$ cat config.mk
export PLATFORM = sky130hd
export DESIGN_NAME = fetch_pc_unit_flat
export DESIGN_NICKNAME = d
export VERILOG_FILES = /design/src/rtl/fetch_pc_unit_if.sv /design/src/rtl/fetch_pc_unit.sv /design/src/flat_wrapper.sv
export SDC_FILE = /design/constraint.sdc
export NUM_CORES = 1
export LEC_CHECK = 0
export CAP_MARGIN = 10
export CORE_ASPECT_RATIO = 1.1
export CORE_MARGIN = 2
export CORE_UTILIZATION = 54
export DETAILED_ROUTE_END_ITERATION = 8
export HOLD_SLACK_MARGIN = 0.02
export PLACE_DENSITY = 0.94
export SLEW_MARGIN = 10
export SYNTH_ARGS = -nofsm -noshare
export SYNTH_HDL_FRONTEND = slang
export SYNTH_SLANG_ARGS = --single-unit
$ cat constraint.sdc
create_clock -name clk -period 3.08 [get_ports clk]
set_input_delay 0.308 -clock clk [delete_from_list [all_inputs] [get_ports clk]]
set_output_delay 0.308 -clock clk [all_outputs]
set_load 0.005 [all_outputs]
$ cat src/rtl/fetch_pc_unit_if.sv
// Fetch-stage bus: instruction-memory address/data, pipeline control
// and the registered IF/ID instruction bundle.
interface fetch_pc_unit_if;
    logic        stall;
    logic        branchTaken;
    logic [31:0] branchTarget;
    logic [15:0] memInstruction;
    logic [31:0] readAddress;
    logic [15:0] ifInstr;
    logic [15:0] ifImm;
    logic [31:0] ifPc;
    logic        ifValid;

    modport master (
        input  stall, branchTaken, branchTarget, memInstruction,
        output readAddress, ifInstr, ifImm, ifPc, ifValid
    );

    modport slave (
        output stall, branchTaken, branchTarget, memInstruction,
        input  readAddress, ifInstr, ifImm, ifPc, ifValid
    );
endinterface

$ cat src/rtl/fetch_pc_unit.sv
// Program counter and fetch sequencer: assembles one- or two-word
// instructions from a combinational instruction memory into IF/ID.
//
//  state  | meaning
//  -------+----------------------------------------------------------
//  ST_OP  | next word is an opcode; decode it for a trailing immediate
//  ST_IMM | next word is the immediate of the opcode held in op_reg_q
module fetch_pc_unit #(
    parameter logic [31:0] RESET_VECTOR = 32'h0000_0000,
    parameter logic [2:0]  IMM_OPC      = 3'b011
) (
    input  logic              clk,
    input  logic              rst_n,
    fetch_pc_unit_if.master   bus
);

    localparam logic [0:0] ST_OP  = 1'b0;
    localparam logic [0:0] ST_IMM = 1'b1;

    logic [31:0] pc_q, pc_d;
    logic [0:0]  state_q, state_d;
    logic [15:0] op_reg_q, op_reg_d;
    logic [31:0] op_pc_q, op_pc_d;
    logic [15:0] if_instr_q, if_instr_d;
    logic [15:0] if_imm_q, if_imm_d;
    logic [31:0] if_pc_q, if_pc_d;
    logic        if_valid_q, if_valid_d;

    always_comb begin
        pc_d       = pc_q;
        state_d    = state_q;
        op_reg_d   = op_reg_q;
        op_pc_d    = op_pc_q;
        if_instr_d = if_instr_q;
        if_imm_d   = if_imm_q;
        if_pc_d    = if_pc_q;
        if_valid_d = if_valid_q;

        // A redirect wins over stall and drops any half-assembled instruction.
        if (bus.branchTaken) begin
            pc_d       = bus.branchTarget;
            state_d    = ST_OP;
            op_reg_d   = 16'h0000;
            if_instr_d = 16'h0000;
            if_imm_d   = 16'h0000;
            if_valid_d = 1'b0;
        end else if (!bus.stall) begin
            pc_d = pc_q + 32'd1;
            case (state_q)
                ST_OP: begin
                    if (bus.memInstruction[15:13] == IMM_OPC) begin
                        op_reg_d   = bus.memInstruction;
                        op_pc_d    = pc_q;
                        if_valid_d = 1'b0;
                        state_d    = ST_IMM;
                    end else begin
                        if_instr_d = bus.memInstruction;
                        if_imm_d   = 16'h0000;
                        if_pc_d    = pc_q;
                        if_valid_d = 1'b1;
                    end
                end
                ST_IMM: begin
                    if_instr_d = op_reg_q;
                    if_imm_d   = bus.memInstruction;
                    if_pc_d    = op_pc_q;
                    if_valid_d = 1'b1;
                    state_d    = ST_OP;
                end
                default: state_d = ST_OP;
            endcase
        end
    end

    always_ff @(posedge clk or negedge rst_n) begin
        if (!rst_n) begin
            pc_q       <= RESET_VECTOR;
            state_q    <= ST_OP;
            op_reg_q   <= 16'h0000;
            op_pc_q    <= 32'h0000_0000;
            if_instr_q <= 16'h0000;
            if_imm_q   <= 16'h0000;
            if_pc_q    <= 32'h0000_0000;
            if_valid_q <= 1'b0;
        end else begin
            pc_q       <= pc_d;
            state_q    <= state_d;
            op_reg_q   <= op_reg_d;
            op_pc_q    <= op_pc_d;
            if_instr_q <= if_instr_d;
            if_imm_q   <= if_imm_d;
            if_pc_q    <= if_pc_d;
            if_valid_q <= if_valid_d;
        end
    end

    assign bus.readAddress = pc_q;
    assign bus.ifInstr     = if_instr_q;
    assign bus.ifImm       = if_imm_q;
    assign bus.ifPc        = if_pc_q;
    assign bus.ifValid     = if_valid_q;

endmodule

$ cat src/flat_wrapper.sv
// flat-port wrapper written by rule: the top's interface ports become plain ports
module fetch_pc_unit_flat 
#(
    parameter logic [31:0] RESET_VECTOR = 32'h0000_0000,
    parameter logic [2:0]  IMM_OPC      = 3'b011
)
  (clk, rst_n, bus_stall, bus_branchTaken, bus_branchTarget, bus_memInstruction, bus_readAddress, bus_ifInstr, bus_ifImm, bus_ifPc, bus_ifValid);
  fetch_pc_unit_if bus_i ();
  input  logic clk;
  input  logic rst_n;
  input wire logic [$bits(bus_i.stall)-1:0] bus_stall;
  input wire logic [$bits(bus_i.branchTaken)-1:0] bus_branchTaken;
  input wire logic [$bits(bus_i.branchTarget)-1:0] bus_branchTarget;
  input wire logic [$bits(bus_i.memInstruction)-1:0] bus_memInstruction;
  output wire logic [$bits(bus_i.readAddress)-1:0] bus_readAddress;
  output wire logic [$bits(bus_i.ifInstr)-1:0] bus_ifInstr;
  output wire logic [$bits(bus_i.ifImm)-1:0] bus_ifImm;
  output wire logic [$bits(bus_i.ifPc)-1:0] bus_ifPc;
  output wire logic [$bits(bus_i.ifValid)-1:0] bus_ifValid;
  assign bus_i.stall = bus_stall;
  assign bus_i.branchTaken = bus_branchTaken;
  assign bus_i.branchTarget = bus_branchTarget;
  assign bus_i.memInstruction = bus_memInstruction;
  assign bus_readAddress = bus_i.readAddress;
  assign bus_ifInstr = bus_i.ifInstr;
  assign bus_ifImm = bus_i.ifImm;
  assign bus_ifPc = bus_i.ifPc;
  assign bus_ifValid = bus_i.ifValid;
  fetch_pc_unit #(.RESET_VECTOR(RESET_VECTOR), .IMM_OPC(IMM_OPC)) u_core (.clk(clk), .rst_n(rst_n), .bus(bus_i));
endmodule
* After elaboration in Yosys (flattened, before gate mapping)
Cells that the tools add are included.
Operators by class: bitwise operators 3, eq/ne operators 5, multiplexer cells 24, reduce and logical (&&, ||, !) cells 5, $add $sub $neg 1
Operator list (number):
- $mux W16 | 10
- $mux W32 | 3
- $pmux W16 S2 | 2
- $pmux W32 S2 | 1
- $add A32 B1 Y32 const B | 1
- $mux W1 | 6
- $reduce_and A3 Y1 | 2
- $ne A2 B2 Y1 const B | 2
- $pmux W1 S2 | 2
- $reduce_and A4 Y1 | 1
- $eq A3 B2 Y1 const B | 1
- $ne A3 B3 Y1 const B | 1
- $not A1 Y1 | 3
- $ne A2 B1 Y1 const B | 1
- $reduce_and A2 Y1 | 1
- $reduce_bool A2 Y1 | 1
Storage, ports and cells: register bits after elaboration 146, input port bits 52, word-level logic and storage cells 46, output and inout port bits 97

* Logic depth before layout (Yosys ltp)
Gate-level depths: netlist of run 1.
word-level depth 5, mapped depth 6, depth with buffers taken out 5

* Worst setup path after synthesis of run 1
OpenSTA, ideal clock, no wires.
kind register to register, from register u_core.pc_q[5] (netlist: u_core.bus.readAddress[5]), to register u_core.pc_q[31] (netlist: u_core.bus.readAddress[31]), path slack 1146 ps, library setup time 69 ps, data required time 3011 ps, data arrival time 1865 ps, path buffers 1, stages on the path, launching flop included 6, period minus slack after synthesis 1934 ps, cell sequence dfrtp_1 nand4_4 or4_1 buf_2 or4b_1 nand3_1
On the way: cells in the longest elaborated chain, start to end 3
Ends and longest elaborated chain:
- start: declaration | RTL line fetch_pc_unit.sv:20 | logic [31:0] pc_q, pc_d;
- start signal: assignment | RTL line fetch_pc_unit.sv:86 | pc_q <= pc_d;
- $add A32 B1 Y32 | RTL line fetch_pc_unit.sv:48 | pc_d = pc_q + 32'd1;
- $mux W32 | RTL line fetch_pc_unit.sv:47 | end else if (!bus.stall) begin
- $mux W32 | RTL line fetch_pc_unit.sv:40 | if (bus.branchTaken) begin
Every way passes these cells. The select of a mux whose other input is x is not followed. A chain may end at the register's enable or synchronous reset.

* Worst setup path after layout of run 1
from register u_core.pc_q[6] (netlist: u_core.bus.readAddress[6]), to register u_core.pc_q[25] (netlist: u_core.bus.readAddress[25])
Same word-level chain as after synthesis.

==> run metrics, run 1 <==
Setup Buffers After CTS=0; Static Leak=3.773 nW; worst path required time=3.40 ns; Post-CTS Resized=0; most frequent cell after synthesis=dfrtp_1; initial antenna violation count=0; max-cap violation count=0; Slew @ Worst Pin=approximately 1.1 ns; core area=11540 um^2; Post-synth top flop=dfrtp_1; Area Overhead vs Synth=35.90%; Rel. slew slack=0.2577; unrepaired setup endpoints after global routing=false; Root Buffer=clkbuf_16; Gate power share=0.149; synthesized cell area=about 6400 um^2; CTS Buf Count=17; GP Congestion=0.8820; number of global-route vias before repair=approximately 5700; CTS tree=done; DR pass1 iterations=5; share of flip-flops with an asynchronous set or reset=1.000; final wirelength=17.84 mm; H-tree depth=4; fin nets=815; largest net degree at the start of global routing=75; top-area cell type share of the netlist area=0.5706; post-synthesis mux area share=0.07680; Synthesis Warnings=0; Hold Buf Count CTS=1; Hold Fails Final Rpt=0; switching pwr=1.345 mW; Critical Path Start Type=flop; Crit Path Category=flop to flop; max-slew violations=0; Distinct cells, synth=38; setup TNS=0 ns; syn_area_per_cell=10.29 um^2; Power Internal=4.177 mW; CP max FO=17; Vias=5539; post-synth top area cell=dfrtp_1; total gr overflow=0; fin crit period=2.428 ns; Simple-Gate Fraction of Synth Area=0.1661; syn nets=675; Cell Pwr Density=634.6 nW/um^2; Seq pwr share=0.428; Iter 0 DRT Violations=approximately 460; Setup Viol. Count Final=0; fin crit share=0.7882; fraction of layout cells with a size suffix above 1=0.06727; cells after synthesis=slightly above 600; worst-case reg-to-reg path depth=4; Vias per Instance=6.001; Worst Setup End Kind=flop; status=completed; row count=41; Worst Clk Skew=0.009294 ns; worst hold path cell count=2; placed cell areas=8019 um^2; port bufs=~150; post-route cell area=8701 um^2; hpwl dp=11.91 mm; Post-route DRC=0; Post-synth EDFFs=0; xor/xnor share of the synthesized area=0.01915; post-route ant nets=0; Sw Share=0.2435; DR WL/cell=19.33 um; Adder-Cell Fraction of Synth Area=0.001954; Post-synth top cells=dfrtp_1 (146), nand2_1 (144), o21ai_0 (64); first-pass GRT wire length=29.20 mm; Max VDD drop=about 320 uV; GRT Resource Usage Total=0.2934; total I/O pin count=roughly 150; Ant. Diodes=0; clk_lat worst skew=0.41 ns; largest family of logic cells by synthesized area=simple AND/OR/NAND/NOR gates; Hold Crit Class=input pin to flop; CP arrival=2.75 ns; Bufs on Longest Clock Path=2; Synth Area in Compound Gates=0.1372; Starting Density=0.5547; die area=12740 um^2; Fmax achieved=0.4119 GHz; largest cells by area after synthesis=dfrtp_1 (57%), nand2_1 (8.4%), mux2i_1 (7.5%); sequential element share of the synthesized area=0.5706; Die Ht=about 120 um; clock share of power=0.423; Die X=around 110 um; CTS Sinks=146; FF+latch count, synth=146; CTS clk-pin slew, worst paths=0.06 ns
==> final timing paths <==
check                      slack (ns)                 startpoint                    endpoint
max                              0.65  u_core.bus.readAddress[6]  u_core.bus.readAddress[25]
min                              0.29            bus_branchTaken              u_core.state_q
max reg2reg                      0.65  u_core.bus.readAddress[6]  u_core.bus.readAddress[25]
min reg2reg                      0.48        u_core.bus.ifPc[29]         u_core.bus.ifPc[29]
max in group asynchronous        1.69                      rst_n              u_core.state_q
min in group asynchronous        0.46                      rst_n          u_core.bus.ifPc[0]
==> placed cells by master, fill, tap and decap left out, types with 3 or more instances in the layout <==
master           netlist  routed
mux2i_1               48      48
o31ai_1                4       4
buf_4                  0      13
nand4_1                6       6
nor2_1                23      22
and2_1                 3       3
nand3_1                9       9
or4_1                  5       5
nor3_1                 9       8
xnor2_1               12      12
a22oi_1                3       3
bufinv_16              0       6
inv_1                  6       6
nand2_1              144     143
nor4_1                 4       4
or3_1                 10      10
clkbuf_16              0      17
clkdlybuf4s50_1        0     146
clkbuf_8               0       3
a31oi_1               13      13
nor2b_1                6       6
o21ai_0               64      64
dfrtp_1              146     145
a22o_1                30      30
o2bb2ai_1             15      15
==> power groups by stage <==
stage / registers [mW] / logic (mW) / clock network [mW]
final: 2.37 / 0.822 / 2.33
after global routing: 2.39 / 0.911 / 2.43
after CTS: 2.36 / 0.831 / 2.34
after detailed placement: 2.39 / 0.816 / 0
after global placement: 2.37 / 0.776 / 0
after floorplan: 2.34 / 0.330 / 0
==> final cells by class <==
class | count | area [um^2]
Multi-Input combinational cell | 429 | 2579
Timing Repair Buffer | 162 | 1585
Fill cell | 740 | 2841
Sequential cell | 146 | 3655
Tap cell | 150 | 187.7
Inverter | 6 | 22.52
Clock inverter | 10 | 205.2
Clock buffer | 20 | 466.7
==> per-stage QoR <==
stage	util	hold slack, ns	total power [mW]	std cells	worst slack (ns)
after global routing	0.7538	0.2996	5.736	923	0.5343
after detailed placement	0.6947	0.3658	3.204	892	0.4803
after CTS	0.7538	0.2966	5.530	923	0.7127
after global placement	0.6947	0.3520	3.143	892	0.5390
final	0.7538	0.2905	5.522	923	0.6523
after floorplan	-	0.01241	2.674	622	1.146
==> sequential cells by signal (all words and copies together) (netlist names) <==
signal / count
u_core.bus.ifPc: 32
u_core.bus.ifInstr: 16
u_core.op_reg_q: 16
u_core.state_q: 1
u_core.bus.readAddress: 32
u_core.op_pc_q: 32
u_core.bus.ifImm: 16
u_core.bus.ifValid: 1
==> critical path, cell delays in order, from the launching register on <==
cell and delay (ns):
dfrtp_1 0.52, nand4_4 0.19, or4_1 0.87, or4_1 0.53, a31oi_1 0.22
==> kinds of logic (layout without fill, tap and decap cells) <==
logic type / count (synthesis) / in the layout
XOR/XNOR: 14 / 14
adder cells (fa/ha/maj): 1 / 1
buffers and inverters: 47 / 198
multiplexers: 49 / 49
flip-flops: 146 / 146
AND/OR/NAND/NOR: 232 / 232
AO/OA/AOI/OAI: 133 / 133
==> metal layers <==
metal,part of all wire,GRT usage,up-vias,routed length [um]
li1,-,-,2466,-
met1,0.38,0.3657,2765,6735
met2,0.53,0.4965,269,9401
met3,0.065,0.05240,39,1154
met4,0.031,0.1298,0,549
met5,0,0,-,0
No activity file was read; power rests on OpenSTA's default activity.
==> run 2, diff against run 1 <==
--- a/config.mk
+++ b/config.mk
@@ -8,10 +8,10 @@
 export CAP_MARGIN = 10
 export CORE_ASPECT_RATIO = 1.1
 export CORE_MARGIN = 2
-export CORE_UTILIZATION = 54
+export CORE_UTILIZATION = 45
 export DETAILED_ROUTE_END_ITERATION = 8
 export HOLD_SLACK_MARGIN = 0.02
-export PLACE_DENSITY = 0.94
+export PLACE_DENSITY = 0.85
 export SLEW_MARGIN = 10
 export SYNTH_ARGS = -nofsm -noshare
 export SYNTH_HDL_FRONTEND = slang
==> constraint.sdc (replaced) <==
create_clock -name clk -period 2.17 [get_ports clk]
set_input_delay 0.217 -clock clk [delete_from_list [all_inputs] [get_ports clk]]
set_output_delay 0.217 -clock clk [all_outputs]
set_load 0.005 [all_outputs]
==> run metrics, run 2 (same netlist as run 1, synthesis figures left out) <==
Bufs on Longest Clock Path=2 (unchanged); Post-route DRC=0 (unchanged); DP Cell Count=952 (+6.7%); Die X=117.7 um (+9.2%); max-cap violation count=0 (unchanged); # fillers=1084 (+46%); Rel. slew slack=0.2791 (+0.02140); largest net degree at the start of global routing=59 (-21%); status=completed; worst-case reg-to-reg path depth=5 (+1); Critical Path Start Type=flop; Hold Fails Final Rpt=0 (unchanged); worst path required time=2.53 ns (-0.87 ns); fin nets=838 (+2.8%); Slew @ Worst Pin=1.077 ns (-0.03198 ns); fin crit period=1.979 ns (-0.4490 ns); Fmax achieved=0.5054 GHz (+23%); CTS Buf Count=17 (unchanged); Static Leak=3.897 nW (+3.3%); H-tree depth=4 (unchanged); row count=45 (+9.8%); Cell Pwr Density=872.5 nW/um^2 (+37%); clk_lat worst skew=0.42 ns (about the same); DR pass1 iterations=4 (-1); area of the multi-input gates=2579 um^2 (unchanged); Starting Density=0.4622 (-0.09245); Worst Setup End Kind=flop; reg-to-reg startpoint=u_core.bus.readAddress[5]; hold_ws=0.3422 ns (+0.05170 ns); post-route ant nets=0 (unchanged); Finished Layout Cells=984 (+6.6%); core area=13850 um^2 (+20%); placed cell areas=8282 um^2 (+3.3%); CP max FO=17 (unchanged); CTS Sinks=146 (unchanged); unrepaired setup endpoints after global routing=false; Hold Buf Count CTS=2 (+1); GP Congestion=0.8166 (-7.4%); hpwl dp=10.99 mm (-7.7%); final wirelength=16.56 mm (-7.2%); Setup Viol. Count Final=0 (unchanged); initial antenna violation count=0 (unchanged); DR WL/cell=16.83 um (-13%); Crit Path Category=flop to flop; Power Total=7.822 mW (+42%); Vias=5284 (-4.6%); first-pass GRT wire length=26.74 mm (-8.4%); Hold Crit Class=input pin to asynchronous set/reset pin; Die Ht=129.1 um (+9.2%); fin crit share=0.9118 (+0.1236); Max VDD drop=474.2 uV (+46%); number of global-route vias before repair=5193 (-9.2%); r2r setup slk=0.19 ns (-0.46 ns); Root Buffer=clkbuf_16; commonest non-fill, non-tap cells in the layout=clkdlybuf4s50_1 (146), dfrtp_1 (145), nand2_1 (143); fraction of layout cells with a size suffix above 1=0.09171 (+0.02444); CTS clk-pin slew, worst paths=0.06 ns (about the same); total gr overflow=0 (unchanged); die area=15200 um^2 (+19%); setup TNS=0 ns (unchanged); port bufs=148 (unchanged); Worst Clk Skew=0.009076 ns (-0.0002178 ns); CTS tree=done; Setup Buffers After CTS=0 (unchanged); Iter 0 DRT Violations=366 (-20%); Ant. Diodes=0 (unchanged); max-slew violations=0 (unchanged); post-route cell area=8965 um^2 (+3.0%); Vias per Instance=5.370 (-11%); CP arrival=2.34 ns (-0.41 ns); total I/O pin count=149 (unchanged); reg2reg end=u_core.bus.readAddress[31]; Area Overhead vs Synth=40.02%; GRT Resource Usage Total=0.2228 (-0.07064); commonest non-fill, non-tap cell in the layout=clkdlybuf4s50_1; Register Area=3655 um^2 (unchanged); Post-CTS Resized=0 (unchanged)
run 2: cell count changes in the layout (fill, tap and decap cells not counted):
cell           before  now
clkinv_4            0    1
buf_2               0    1
clkinvlp_4          2    1
clkbuf_8            3    2
clkbuf_2            1    0
buf_4              13   31
clkbuf_1            0    1
buf_12              0    4
dlygate4sd3_1       1    2
run 2: where the power goes:
part           switching [mW]  internal, mW
sequential              0.241          3.06
combinational           0.544         0.687
clock                    1.09          2.20
total                    1.88          5.95
run 2: worst max-delay path by stage:
| stage | startpoint | to | slack (ns) | cells past startpoint |
|---|---|---|---|---|
| 2_1_floorplan | u_core.bus.readAddress[5] | u_core.bus.readAddress[31] | 0.24 | 5 |
| 3_3_place_gp | bus_stall | u_core.bus.readAddress[31] | 0.06 | 6 |
| 3_5_place_dp | bus_stall | u_core.bus.readAddress[31] | 0.009 | 6 |
| 4_1_cts | u_core.bus.readAddress[5] | u_core.bus.readAddress[29] | 0.19 | 5 |
| 5_1_grt | u_core.bus.readAddress[1] | u_core.bus.readAddress[26] | 0.10 | 5 |
| 6_report | u_core.bus.readAddress[5] | u_core.bus.readAddress[31] | 0.19 | 5 |
run 2: metal layers:
layer | routed length [um] | global-route usage | part of all wire | vias up
li1 | - | - | - | 2516
met1 | 7056 | 0.2845 | 0.43 | 2597
met2 | 8414 | 0.3687 | 0.51 | 150
met3 | 799 | 0.05062 | 0.048 | 21
met4 | 286 | 0.09709 | 0.017 | 0
met5 | 0 | 0 | 0 | -
run 2: layout make-up:
class,count,share of cell area
clock buffer,20,0.05094
clock inverter,10,0.02303
inverter,6,0.002512
multi-input combinational,429,0.2876
sequential,146,0.4077
tap,188,0.02624
timing repair buffer,185,0.2020
run 2: stage by stage:
stage,worst slack (ns),util
after floorplan,0.2363,-
after global placement,0.06040,0.5979
after detailed placement,0.009412,0.5979
after CTS,0.1888,0.6472
after global routing,0.1041,0.6472
final,0.1913,0.6472
run 2: worst max-delay path, stage by stage, from the launching register on:
cell     delay (ns)
dfrtp_1        0.40
nand4_4        0.17
or4_1          0.54
buf_4          0.20
or4b_1         0.50
nand3_1        0.09
==> run 3, diff against run 2 <==
--- a/config.mk
+++ b/config.mk
@@ -9,6 +9,7 @@
 export CORE_ASPECT_RATIO = 1.1
 export CORE_MARGIN = 2
 export CORE_UTILIZATION = 45
+export CTS_CLUSTER_SIZE = 16
 export DETAILED_ROUTE_END_ITERATION = 8
 export HOLD_SLACK_MARGIN = 0.02
 export PLACE_DENSITY = 0.85
==> results of run 3 <==
The final DEF is identical to that of run 2; final timing and power are the same.
